===== src/rtl/midi_voice_allocator_if.sv =====
// Event handshake between the MIDI parser (master) and the voice allocator (slave).
interface midi_voice_allocator_if;
    logic       ev_valid;
    logic       ev_ready;
    logic       ev_on;
    logic [6:0] ev_note;
    logic [6:0] ev_vel;

    modport master (output ev_valid, ev_on, ev_note, ev_vel, input ev_ready);
    modport slave  (input ev_valid, ev_on, ev_note, ev_vel, output ev_ready);
endinterface


===== src/rtl/midi_voice_allocator.sv =====
// Polyphonic voice allocator: maps note-on/off events onto VOICES note-clock
// generators with retrigger / free / steal-oldest selection and a load strobe.
module midi_voice_allocator #(
    parameter int VOICES = 4,
    parameter int AGE_W  = 8
) (
    input  logic                  CLK24M,
    input  logic                  nRST,
    midi_voice_allocator_if.slave ev,
    output logic [7*VOICES-1:0]   voice_note,
    output logic [VOICES-1:0]     voice_active,
    output logic [VOICES-1:0]     voice_load
);

    localparam int IDX_W = $clog2(VOICES);

    typedef enum logic [1:0] {IDLE, SCAN, RESOLVE, STROBE} state_t;

    state_t           state;
    logic [IDX_W-1:0] idx;
    logic             cap_on;
    logic [6:0]       cap_note;

    logic             match_found;
    logic             free_found;
    logic             old_found;
    logic [IDX_W-1:0] match_idx;
    logic [IDX_W-1:0] free_idx;
    logic [IDX_W-1:0] old_idx;
    logic [AGE_W-1:0] old_age;
    logic [IDX_W-1:0] sel_idx;
    logic [IDX_W-1:0] target;

    logic [6:0]       note_r [VOICES];
    logic [AGE_W-1:0] age_r  [VOICES];

    function automatic logic [AGE_W-1:0] sat_inc(input logic [AGE_W-1:0] a);
        return (&a) ? a : a + 1'b1;
    endfunction

    assign ev.ev_ready = (state == IDLE);

    for (genvar g = 0; g < VOICES; g++) begin : g_note
        assign voice_note[7*g +: 7] = note_r[g];
    end

    // Retrigger beats a free voice, which beats stealing the oldest.
    always_comb begin
        sel_idx = old_idx;
        if (free_found)  sel_idx = free_idx;
        if (match_found) sel_idx = match_idx;
    end

    always_ff @(posedge CLK24M or negedge nRST) begin
        if (!nRST) begin
            state        <= IDLE;
            idx          <= '0;
            cap_on       <= 1'b0;
            cap_note     <= '0;
            match_found  <= 1'b0;
            free_found   <= 1'b0;
            old_found    <= 1'b0;
            match_idx    <= '0;
            free_idx     <= '0;
            old_idx      <= '0;
            old_age      <= '0;
            target       <= '0;
            voice_active <= '0;
            voice_load   <= '0;
            for (int i = 0; i < VOICES; i++) begin
                note_r[i] <= '0;
                age_r[i]  <= '0;
            end
        end else begin
            voice_load <= '0;
            case (state)
                IDLE: begin
                    if (ev.ev_valid) begin
                        // Velocity-0 note-on is folded into note-off at capture.
                        cap_on      <= ev.ev_on && (ev.ev_vel != 7'd0);
                        cap_note    <= ev.ev_note;
                        idx         <= '0;
                        match_found <= 1'b0;
                        free_found  <= 1'b0;
                        old_found   <= 1'b0;
                        old_age     <= '0;
                        state       <= SCAN;
                    end
                end
                SCAN: begin
                    if (voice_active[idx]) begin
                        if (!match_found && note_r[idx] == cap_note) begin
                            match_found <= 1'b1;
                            match_idx   <= idx;
                        end
                        // Strict compare keeps the lowest index on age ties.
                        if (!old_found || age_r[idx] > old_age) begin
                            old_found <= 1'b1;
                            old_idx   <= idx;
                            old_age   <= age_r[idx];
                        end
                    end else if (!free_found) begin
                        free_found <= 1'b1;
                        free_idx   <= idx;
                    end
                    if (idx == IDX_W'(VOICES-1)) state <= RESOLVE;
                    else                         idx   <= idx + 1'b1;
                end
                RESOLVE: begin
                    if (cap_on) begin
                        for (int i = 0; i < VOICES; i++) begin
                            if (IDX_W'(i) == sel_idx) begin
                                note_r[i]       <= cap_note;
                                voice_active[i] <= 1'b1;
                                age_r[i]        <= '0;
                            end else if (voice_active[i]) begin
                                age_r[i] <= sat_inc(age_r[i]);
                            end
                        end
                        target <= sel_idx;
                        state  <= STROBE;
                    end else begin
                        if (match_found) voice_active[match_idx] <= 1'b0;
                        state <= IDLE;
                    end
                end
                STROBE: begin
                    // Note was written one cycle earlier, so it is stable at this edge.
                    voice_load <= VOICES'(1) << target;
                    state      <= IDLE;
                end
                default: state <= IDLE;
            endcase
        end
    end

endmodule


===== src/flat_wrapper.sv =====
// flat-port wrapper written by rule: the top's interface ports become plain ports
module midi_voice_allocator_flat 
#(
    parameter int VOICES = 4,
    parameter int AGE_W  = 8
)
  (CLK24M, nRST, voice_note, voice_active, voice_load, ev_ev_valid, ev_ev_on, ev_ev_note, ev_ev_vel, ev_ev_ready);
  midi_voice_allocator_if ev_i ();
  input  logic CLK24M;
  input  logic nRST;
  output logic [7*VOICES-1:0] voice_note;
  output logic [VOICES-1:0] voice_active;
  output logic [VOICES-1:0] voice_load;
  input wire logic [$bits(ev_i.ev_valid)-1:0] ev_ev_valid;
  input wire logic [$bits(ev_i.ev_on)-1:0] ev_ev_on;
  input wire logic [$bits(ev_i.ev_note)-1:0] ev_ev_note;
  input wire logic [$bits(ev_i.ev_vel)-1:0] ev_ev_vel;
  output wire logic [$bits(ev_i.ev_ready)-1:0] ev_ev_ready;
  assign ev_i.ev_valid = ev_ev_valid;
  assign ev_i.ev_on = ev_ev_on;
  assign ev_i.ev_note = ev_ev_note;
  assign ev_i.ev_vel = ev_ev_vel;
  assign ev_ev_ready = ev_i.ev_ready;
  midi_voice_allocator #(.VOICES(VOICES), .AGE_W(AGE_W)) u_core (.CLK24M(CLK24M), .nRST(nRST), .ev(ev_i), .voice_note(voice_note), .voice_active(voice_active), .voice_load(voice_load));
endmodule

===== config.mk =====
export PLATFORM = sky130hd
export DESIGN_NAME = midi_voice_allocator_flat
export DESIGN_NICKNAME = d
export VERILOG_FILES = /design/src/rtl/midi_voice_allocator_if.sv /design/src/rtl/midi_voice_allocator.sv /design/src/flat_wrapper.sv
export SDC_FILE = /design/constraint.sdc
export NUM_CORES = 1
export LEC_CHECK = 0
export ABC_AREA = 1
export BUFFER_PORTS_ARGS = -buffer_cell sky130_fd_sc_hd__buf_4
export CAP_MARGIN = 10
export CORE_AREA = 4 4 139 141
export DETAILED_ROUTE_END_ITERATION = 8
export DIE_AREA = 0 0 143 145
export SLEW_MARGIN = 5
export SYNTH_ARGS = -nofsm -noshare
export SYNTH_HDL_FRONTEND = slang
export SYNTH_SLANG_ARGS = --single-unit

===== constraint.sdc =====
create_clock -name CLK24M -period 2.91 [get_ports CLK24M]
set_input_delay 0.291 -clock CLK24M [delete_from_list [all_inputs] [get_ports CLK24M]]
set_output_delay 0.291 -clock CLK24M [all_outputs]
set_load 0.005 [all_outputs]

==> results.cfg, run 1 <==
[critical_path]
worstPathMaxFanout = 29
cp-end-kind = register
required_ps = 3150
crit_type = reg -> reg
arrival_ps = 2750
startpoint_type = register

[synth]
async_reset_ff_share_pct = 100
ys_top_cells_by_count = nand2_1, dfrtp_1, o21ai_0
synth_edf_count = 0
ys_seq_area_share_pct = 46.6
synth_area_leaders = dfrtp_1, nand2_1, o21ai_0
yosysTopAreaCellShare_pct = 46.6
synthesis.instances = 693
synth_largest_area_cell = dfrtp_1
synth_ff_type = dfrtp_1
ys_seq_elements = 99
synth.most_common_cell = nand2_1
yosys_warnings = 0
synthesis.area_mm2 = 0.00532
postSynthAreaPerCell_um2 = 7.68
yosysUniqueCellTypes = 33
syn-num-nets = 724

[route]
via_per_inst = 4.72
met1_length_um = 7030
wl_met3_um = 572
vias = 4634
drt_first_pass_iters = 5
wire_per_inst_um = 13.8
postRouteAntennaNets = 0
drc = 0
drt_iter0_markers = 360
met2_length_um = 5730
wl_um = 13600
maxUsedRoutingLayer = met4

[global_routing]
antenna_found_initial = 0
grt_pass1_wl_um = 23000
gr-total-overflow = 0
grt_pass1_vias = 4447
grt_use_total_pct = 13.8
grt_max_degree = 61

[placed_design]
gp_congestion = 0.830
dp.cells = 965
numPortBuffers = 54
place_hpwl_um = 9760

[clock_tree]
h-tree-depth = 3
cts_tree = done
cts_root_buffer = clkbuf_16
cts.clk_slew.worst_paths_ps = 70
post-cts-setup-buffers = 0
cts_buffers = 9
clock_path_buffers = 2
cts_num_sinks = 99
insertion_delay_ps = 350

[sta]
slew-limit-headroom_pct = 49.2
clock-skew-final_ps = 9.46
worstMarginPinSlew_ps = 762
fin_crit_sh_pct = 86.2
finalSetupTns_ps = 0
fmax_ghz = 0.399
hold_ws_ps = 10.4
final-hold-violation-count = 0
finalMaxSlewViolations = 0
min_period_ps = 2510
rsz0062_at_grt = no
finalSetupViolCount = 0

[final_layout]
syn_to_final_growth_pct = 18.0
antenna_cells = 0
fin_util_pct = 35.0
drive_above_1_share_pct = 13.0
nNetsFinal = 779
layout.cells.non_filler = 982

[die]
die_y_um = 145
die_w_um = 143
core_area_mm2 = 0.0180
rows = 49
start_util_pct = 29.6
pin_count = 55
die-area_mm2 = 0.0207

[pwr]
p_leak_nw = 3.10
p_per_area_mw_per_mm2 = 990
ir_drop_mv = 0.388

[min_path]
hold_path_class = in -> async

[job]
drv_cap = 0

[status]
status = completed
through the flow:
stage / instance area [um2] / setup slack, ps / power (mW)
3_3_place_gp: 5960 / 451 / 4.97
6_report: 6280 / 402 / 6.22
4_1_cts: 6270 / 390 / 6.26
5_1_grt: 6280 / 24.9 / 6.81
3_5_place_dp: 5960 / 410 / 5.00
2_1_floorplan: 5320 / 648 / 3.97
cell type report:
class                   instances  area [um2]
clock buffers                   9         225
clock inverters                 7        81.3
fillers                      1887       11700
inverters                      69         267
multi-input cells             505        2460
flip-flops and latches         99        2480
well taps                     229         287
repair buffers                 63         473
repair inverters                1        5.00
cells in the final DEF (no fill, tap or decap), types with 9 or more instances in the layout:
cell type,synthesis,final
a21oi_1,26,26
buf_4,3,63
clkbuf_16,0,9
dfrtp_1,99,99
ha_1,13,13
inv_1,63,62
nand2_1,231,231
nand3_1,59,59
nand4_1,11,11
nor2_1,39,39
nor3_1,10,10
o21ai_0,64,64
o21ai_1,12,12
xor2_1,13,13
repair_timing:
item / CTS / global route
hold buffers: 0 / 0
resized for setup: 0 / 1
endpoints found under the hold margin: 0 / 0
endpoints found under the setup margin: 0 / 8
layer usage:
layer	global-route usage (%)	vias up
li1	-	2359
met1	20.8	2168
met2	20.0	93
met3	2.67	14
met4	3.85	0
met5	0	-
cell families after synthesis:
family                     Yosys count  share of synthesized area [%]
AOI/OAI and AO/OA                  111                           11.2
and+or+nand+nor                    364                           29.2
DFF                                 99                           46.6
adders and majority gates           13                           3.06
buffers and inverters               89                           7.13
xor gates and xnor gates            17                           2.80
sequential cells by signal (all words and copies together) (netlist names):
signal and flops:
u_core.age_r 32, u_core.cap_note 7, u_core.cap_on 1, u_core.free_found 1, u_core.free_idx 2, u_core.idx 2, u_core.match_found 1, u_core.match_idx 2
u_core.old_age 8, u_core.old_found 1, u_core.old_idx 2, u_core.state 2, u_core.target 2, u_core.voice_active 4, u_core.voice_load 4, u_core.voice_note 28
path summary, 6_finish.rpt:
path,from,endpoint,slack (ps),cells past startpoint
worst max-delay path,u_core.idx[0],u_core.old_age[6],400,16
worst min-delay path,nRST,u_core.old_idx[1],10,1
max in group asynchronous,nRST,u_core.voice_note[24],2160,2
worst max register to register,u_core.idx[0],u_core.old_age[6],400,16
min in group CLK24M,ev_ev_note[5],u_core.cap_note[5],140,3
worst min register to register,u_core.target[1],u_core.voice_load[1],490,1
power by group:
group | leakage [nW] | total, mW | internal (mW) | switching (mW)
registers | 1.31 | 2.23 | 1.82 | 0.413
logic | 1.63 | 2.75 | 1.01 | 1.74
clock network | 0.152 | 1.23 | 0.680 | 0.553
worst max-delay path, stage by stage, from the launching register on:
cell and delay (ps):
dfrtp_1 430, buf_4 370, a21oi_1 120, a21oi_1 280
ha_1 300, nand2_1 70, inv_1 40, nand2_1 50
nand2_1 40, nand2_1 50, nand2_1 50, nand2_1 50
nand2_1 40, nand2_1 160, inv_1 170, nand2_1 90
nand2_1 60
(Power assumes the default switching activity.)
==> run 2: changes to the inputs <==
--- a/config.mk
+++ b/config.mk
@@ -6,11 +6,11 @@
 export NUM_CORES = 1
 export LEC_CHECK = 0
 export ABC_AREA = 1
-export BUFFER_PORTS_ARGS = -buffer_cell sky130_fd_sc_hd__buf_4
 export CAP_MARGIN = 10
-export CORE_AREA = 4 4 139 141
+export CORE_AREA = 2 2 137 139
 export DETAILED_ROUTE_END_ITERATION = 8
-export DIE_AREA = 0 0 143 145
+export DIE_AREA = 0 0 139 141
+export DONT_BUFFER_PORTS = 1
 export SLEW_MARGIN = 5
 export SYNTH_ARGS = -nofsm -noshare
 export SYNTH_HDL_FRONTEND = slang
==> results.cfg, run 2 (synthesis gave the netlist of run 1 again) <==
[status]
status = completed

[placed_design]
numPortBuffers = 0
dp.cells = 915
dpl_worst_slack_ps = 493
gp_congestion = 0.859
place_hpwl_um = 9350

[critical_path]
arrival_ps = 2740
crit_type = reg -> reg
cp-end-kind = register
cpMostUsedCell = nand2_1
reg2reg_from = u_core.idx[0]
r2r_end = u_core.old_age[1]
worstPathMaxFanout = 13
cp_top_family = simple AND/OR/NAND/NOR gates
cp.buffers_inverters = 3
max_stage_delay_ps = 380
startpoint_type = register
crit_chain = inv_1 -> buf_4 -> o21ai_0 -> a21oi_1 -> a21oi_1 -> ha_1 -> nand2_1 -> nor2_1 -> nand2_1 -> nand2_1 -> nand2_1 -> nand2_1 -> nand2_1 -> inv_1 -> nand2_1 -> nand2_1
reg2reg_slack_ps = 460
reg2regPathDepth = 16
slowest_stage = dfrtp_1
required_ps = 3200

[min_path]
hold_path_class = in -> reg
min_to = u_core.cap_note[4]
hp-start = ev_ev_note[4]
whs_path_depth = 2

[sta]
finalMaxSlewViolations = 0
worstMarginPinSlew_ps = 658
fmax_ghz = 0.408
rsz0062_at_grt = no
fin_crit_sh_pct = 84.2
final-hold-violation-count = 0
fin_ws_ps = 459
min_period_ps = 2450
finalSetupViolCount = 0
finalSetupTns_ps = 0
clock-skew-final_ps = 9.60
slew-limit-headroom_pct = 56.0

[route]
drt_iter0_markers = 262
via_per_inst = 4.75
drc = 0
wl_um = 13000
vias = 4430
postRouteAntennaNets = 0
drt_first_pass_iters = 5
wire_per_inst_um = 14.0

[clock_tree]
cts_root_buffer = clkbuf_16
cts.clk_slew.worst_paths_ps = 70
cts_buffers = 9
insertion_delay_ps = 350
post-cts-setup-buffers = 0
cts_tree = done
cts_num_sinks = 99
cts.repair.resized = 0
post_cts_hold_buffer_count = 2
clock_path_buffers = 2
h-tree-depth = 3

[final_layout]
drive_above_1_share_pct = 5.72
final_common_cell = nand2_1
nNetsFinal = 725
layout.cells.non_filler = 933
antenna_cells = 0
syn_to_final_growth_pct = 10.3
fin_util_pct = 32.1
nFillCells = 1971
largest_reg_flops = 32
seqCellArea_mm2 = 0.00248
multi_input_area_mm2 = 0.00246
final_cell_mix = nand2_1, dfrtp_1, o21ai_0, inv_1, nand3_1
largest_register = u_core.age_r

[global_routing]
busiest_layer = met2
grt_pass1_wl_um = 21900
grt_use_total_pct = 14.0
grt_use_met2_pct = 22.3
grt_pass1_vias = 4164
antenna_found_initial = 0
use_met3_pct = 3.63
gr-total-overflow = 0
grt_max_degree = 100
grtUsageMet1_pct = 18.4

[job]
drv_cap = 0

[die]
die_y_um = 141
die_w_um = 139
core_area_mm2 = 0.0183
pin_count = 55
start_util_pct = 29.1
rows = 50
die-area_mm2 = 0.0196

[pwr]
p_leak_nw = 2.82
ir_drop_mv = 0.501
p_per_area_mw_per_mm2 = 984
run 2: power by group:
part / total [mW] / internal (mW) / switching (mW)
clock: 1.14 / 0.595 / 0.548
combinational: 2.37 / 0.763 / 1.60
sequential: 2.27 / 1.82 / 0.448
total: 5.78 / 3.18 / 2.60
run 2: routing by layer:
| metal | share of wire (%) | wire, um | vias to the layer above |
|---|---|---|---|
| li1 | - | - | 2246 |
| met1 | 47 | 6100 | 2067 |
| met2 | 46 | 5940 | 95 |
| met3 | 5.1 | 661 | 22 |
| met4 | 2.6 | 343 | 0 |
| met5 | 0 | 0 | - |
run 2: worst max path at each step:
stage                     cells after the start           endpoint           from
final                                        16  u_core.old_age[1]  u_core.idx[0]
after global routing                         15  u_core.old_age[3]  u_core.idx[0]
after CTS                                    16  u_core.old_age[1]  u_core.idx[0]
after detailed placement                     16  u_core.old_idx[0]  u_core.idx[0]
after global placement                       15  u_core.old_age[5]  u_core.idx[0]
after floorplan                              14   u_core.old_found  u_core.idx[0]
run 2: layout make-up:
class / instances / share of cell area (%)
Sequential cell: 99 / 42.2
Multi-Input combinational cell: 505 / 42.0
Tap cell: 234 / 4.99
Inverter: 69 / 4.48
Clock buffer: 11 / 3.96
Timing Repair Buffer: 10 / 1.66
Clock inverter: 5 / 0.746
run 2: worst register-to-register path: cells and delay by family, from the launching register on:
kind,cells,cell delay [ps]
AOI/OAI and AO/OA,3,330
and+or+nand+nor,9,710
DFF,1,380
buffers and inverters,3,680
adders and majority gates,1,310
run 2: metrics by stage:
stage / power [mW] / area (um2) / hold slack, ps
final: 5.78 / 5870 / 58.9
after global routing: 6.35 / 5870 / 69.4
after CTS: 5.85 / 5870 / 46.0
after detailed placement: 4.65 / 5560 / 4.31
after global placement: 4.63 / 5560 / 3.95
after floorplan: 3.97 / 5320 / -4.59
==> run 3: changes to the inputs <==
==> constraint.sdc (replaced) <==
create_clock -name CLK24M -period 2.2 [get_ports CLK24M]
set_input_delay 0.22 -clock CLK24M [delete_from_list [all_inputs] [get_ports CLK24M]]
set_output_delay 0.22 -clock CLK24M [all_outputs]
set_load 0.005 [all_outputs]
==> results.cfg, run 3 (synthesis gave the netlist of run 1 again) <==
[route]
wl_met3_um = 683
vias = 4451
maxUsedRoutingLayer = met4
wire_per_inst_um = 13.9
drt_first_pass_iters = 4
drc = 0
met1_length_um = 6210
via_per_inst = 4.66
postRouteAntennaNets = 0
wl_um = 13300
drt_iter0_markers = 329
met2_length_um = 6230

[final_layout]
final_cell_mix = nand2_1, dfrtp_1, o21ai_0, inv_1, nand3_1
antenna_cells = 0
final_common_cell = nand2_1
largest_register = u_core.age_r
nNetsFinal = 748
drive_above_1_share_pct = 10.4
syn_to_final_growth_pct = 15.1
largest_reg_flops = 32

[critical_path]
cp-end-kind = register
worstPathMaxFanout = 12
startpoint_type = register
crit_type = reg -> reg
arrival_ps = 2410
required_ps = 2430

[pwr]
p_comb_share_pct = 42.6
ir_drop_mv = 0.760
p_int_mw = 4.44
p_leak_nw = 2.93
p_per_area_mw_per_mm2 = 1300
p_seq_share_pct = 38.3
switching_power_mw = 3.50
p_sw_share_pct = 44.1
clkPwrFrac_pct = 19.2

[job]
drv_cap = 0

[sta]
hold_ws_ps = -442
rsz0062_at_grt = yes
fin_ws_ps = 27.4
fin_crit_sh_pct = 98.8
finalMaxSlewViolations = 0
final-hold-violation-count = 99
finalSetupTns_ps = 0
min_period_ps = 2170
clock-skew-final_ps = 11.0
finalSetupViolCount = 0
fmax_ghz = 0.460
slew-limit-headroom_pct = 74.8
worstMarginPinSlew_ps = 376

[die]
die_w_um = 139
core_area_mm2 = 0.0183
die_y_um = 141
die-area_mm2 = 0.0196
pin_count = 55
rows = 50
start_util_pct = 29.1

[global_routing]
antenna_found_initial = 0
gr-total-overflow = 0
grt_use_total_pct = 14.1
grt_pass1_vias = 4294
grt_pass1_wl_um = 22100
grt_max_degree = 100

[status]
status = complete, but fails checks
violations = negative hold slack

[clock_tree]
h-tree-depth = 3
cts_num_sinks = 99
cts_tree = done
insertion_delay_ps = 350
post_cts_hold_buffer_count = 6
cts_root_buffer = clkbuf_16
clock_path_buffers = 2
cts.clk_slew.worst_paths_ps = 70
cts_buffers = 9

[placed_design]
gp_congestion = 0.832
dpl_worst_slack_ps = -187
place_hpwl_um = 9450
numPortBuffers = 0

[min_path]
hold_path_class = in -> async
==> run 3: changes by cell type in the layout (fill, tap and decap cells not counted), sizes merged <==
cell and delta:
inv -3, buf +17, clkinv +1, clkinvlp +2, dlygate4sd3 +5
==> run 3: per-stage QoR <==
step / utilization, % / cell area, um2 / power [mW] / hold WS, ps / instances
6_report: 33.5 / 6120 / 7.93 / -442 / 955
5_1_grt: 33.5 / 6120 / 8.67 / -458 / 955
4_1_cts: 33.1 / 6050 / 7.90 / -450 / 952
3_5_place_dp: 31.1 / 5680 / 6.28 / -67.5 / 931
3_3_place_gp: 31.1 / 5680 / 6.24 / -67.8 / 931
2_1_floorplan: - / 5320 / 5.27 / -75.6 / 693
==> run 3: cell type report <==
class	instances	area, um2
Fill cell	1924	12100
Multi-Input combinational cell	505	2520
Sequential cell	99	2480
Tap cell	234	293
Timing Repair Buffer	32	270
Inverter	69	267
Clock buffer	11	253
Clock inverter	4	33.8
Timing Repair inverter	1	7.51
==> run 3: final timing paths <==
check                                          end  cells past startpoint          startpoint  slack [ps]
worst min-delay path              u_core.target[0]                      0                nRST        -440
worst min register to register  u_core.free_idx[1]                      1  u_core.free_idx[1]         500
worst max-delay path             u_core.old_idx[0]                     19       u_core.idx[0]          30
min in group CLK24M             u_core.cap_note[0]                      2       ev_ev_note[0]          10
worst max register to register   u_core.old_idx[0]                     19       u_core.idx[0]          30
max in group asynchronous         u_core.age_r[26]                      0                nRST        2540
==> run 3: what timing repair did <==
action                                  in CTS  in global routing
hold endpoints to repair                   105                 99
endpoints found under the setup margin      11                 11
gates cloned                                 0                  1
pin swaps                                    0                  1
resized for setup                            8                 16
setup buffers                                0                  2
==> run 3: power groups by stage <==
stage	registers, mW	clock network (mW)	logic (mW)
after floorplan	2.83	0	2.43
after global placement	3.04	0	3.19
after detailed placement	3.04	0	3.24
after CTS	3.02	1.58	3.30
after global routing	3.12	1.65	3.90
final	3.03	1.52	3.38
==> run 3: worst max-delay path, cell delays in order (launching register included) <==
cell	delay, ps
dfrtp_2	470
buf_8	170
nor2_4	100
inv_1	50
a32oi_2	240
inv_1	70
ha_1	170
inv_1	50
nand2_1	40
nand2_1	50
nand2_1	50
nand2_1	50
nand2_1	50
nand2_1	60
nand2_1	40
nand2_1	60
nand2_2	70
buf_4	150
nand2_1	50
o21ai_0	80
==> run 3: routing by layer <==
layer	GRT usage, %	vias to the layer above
met4	4.78	0
met3	3.50	9
met1	18.4	2052
li1	-	2294
met2	23.0	96
met5	0	-
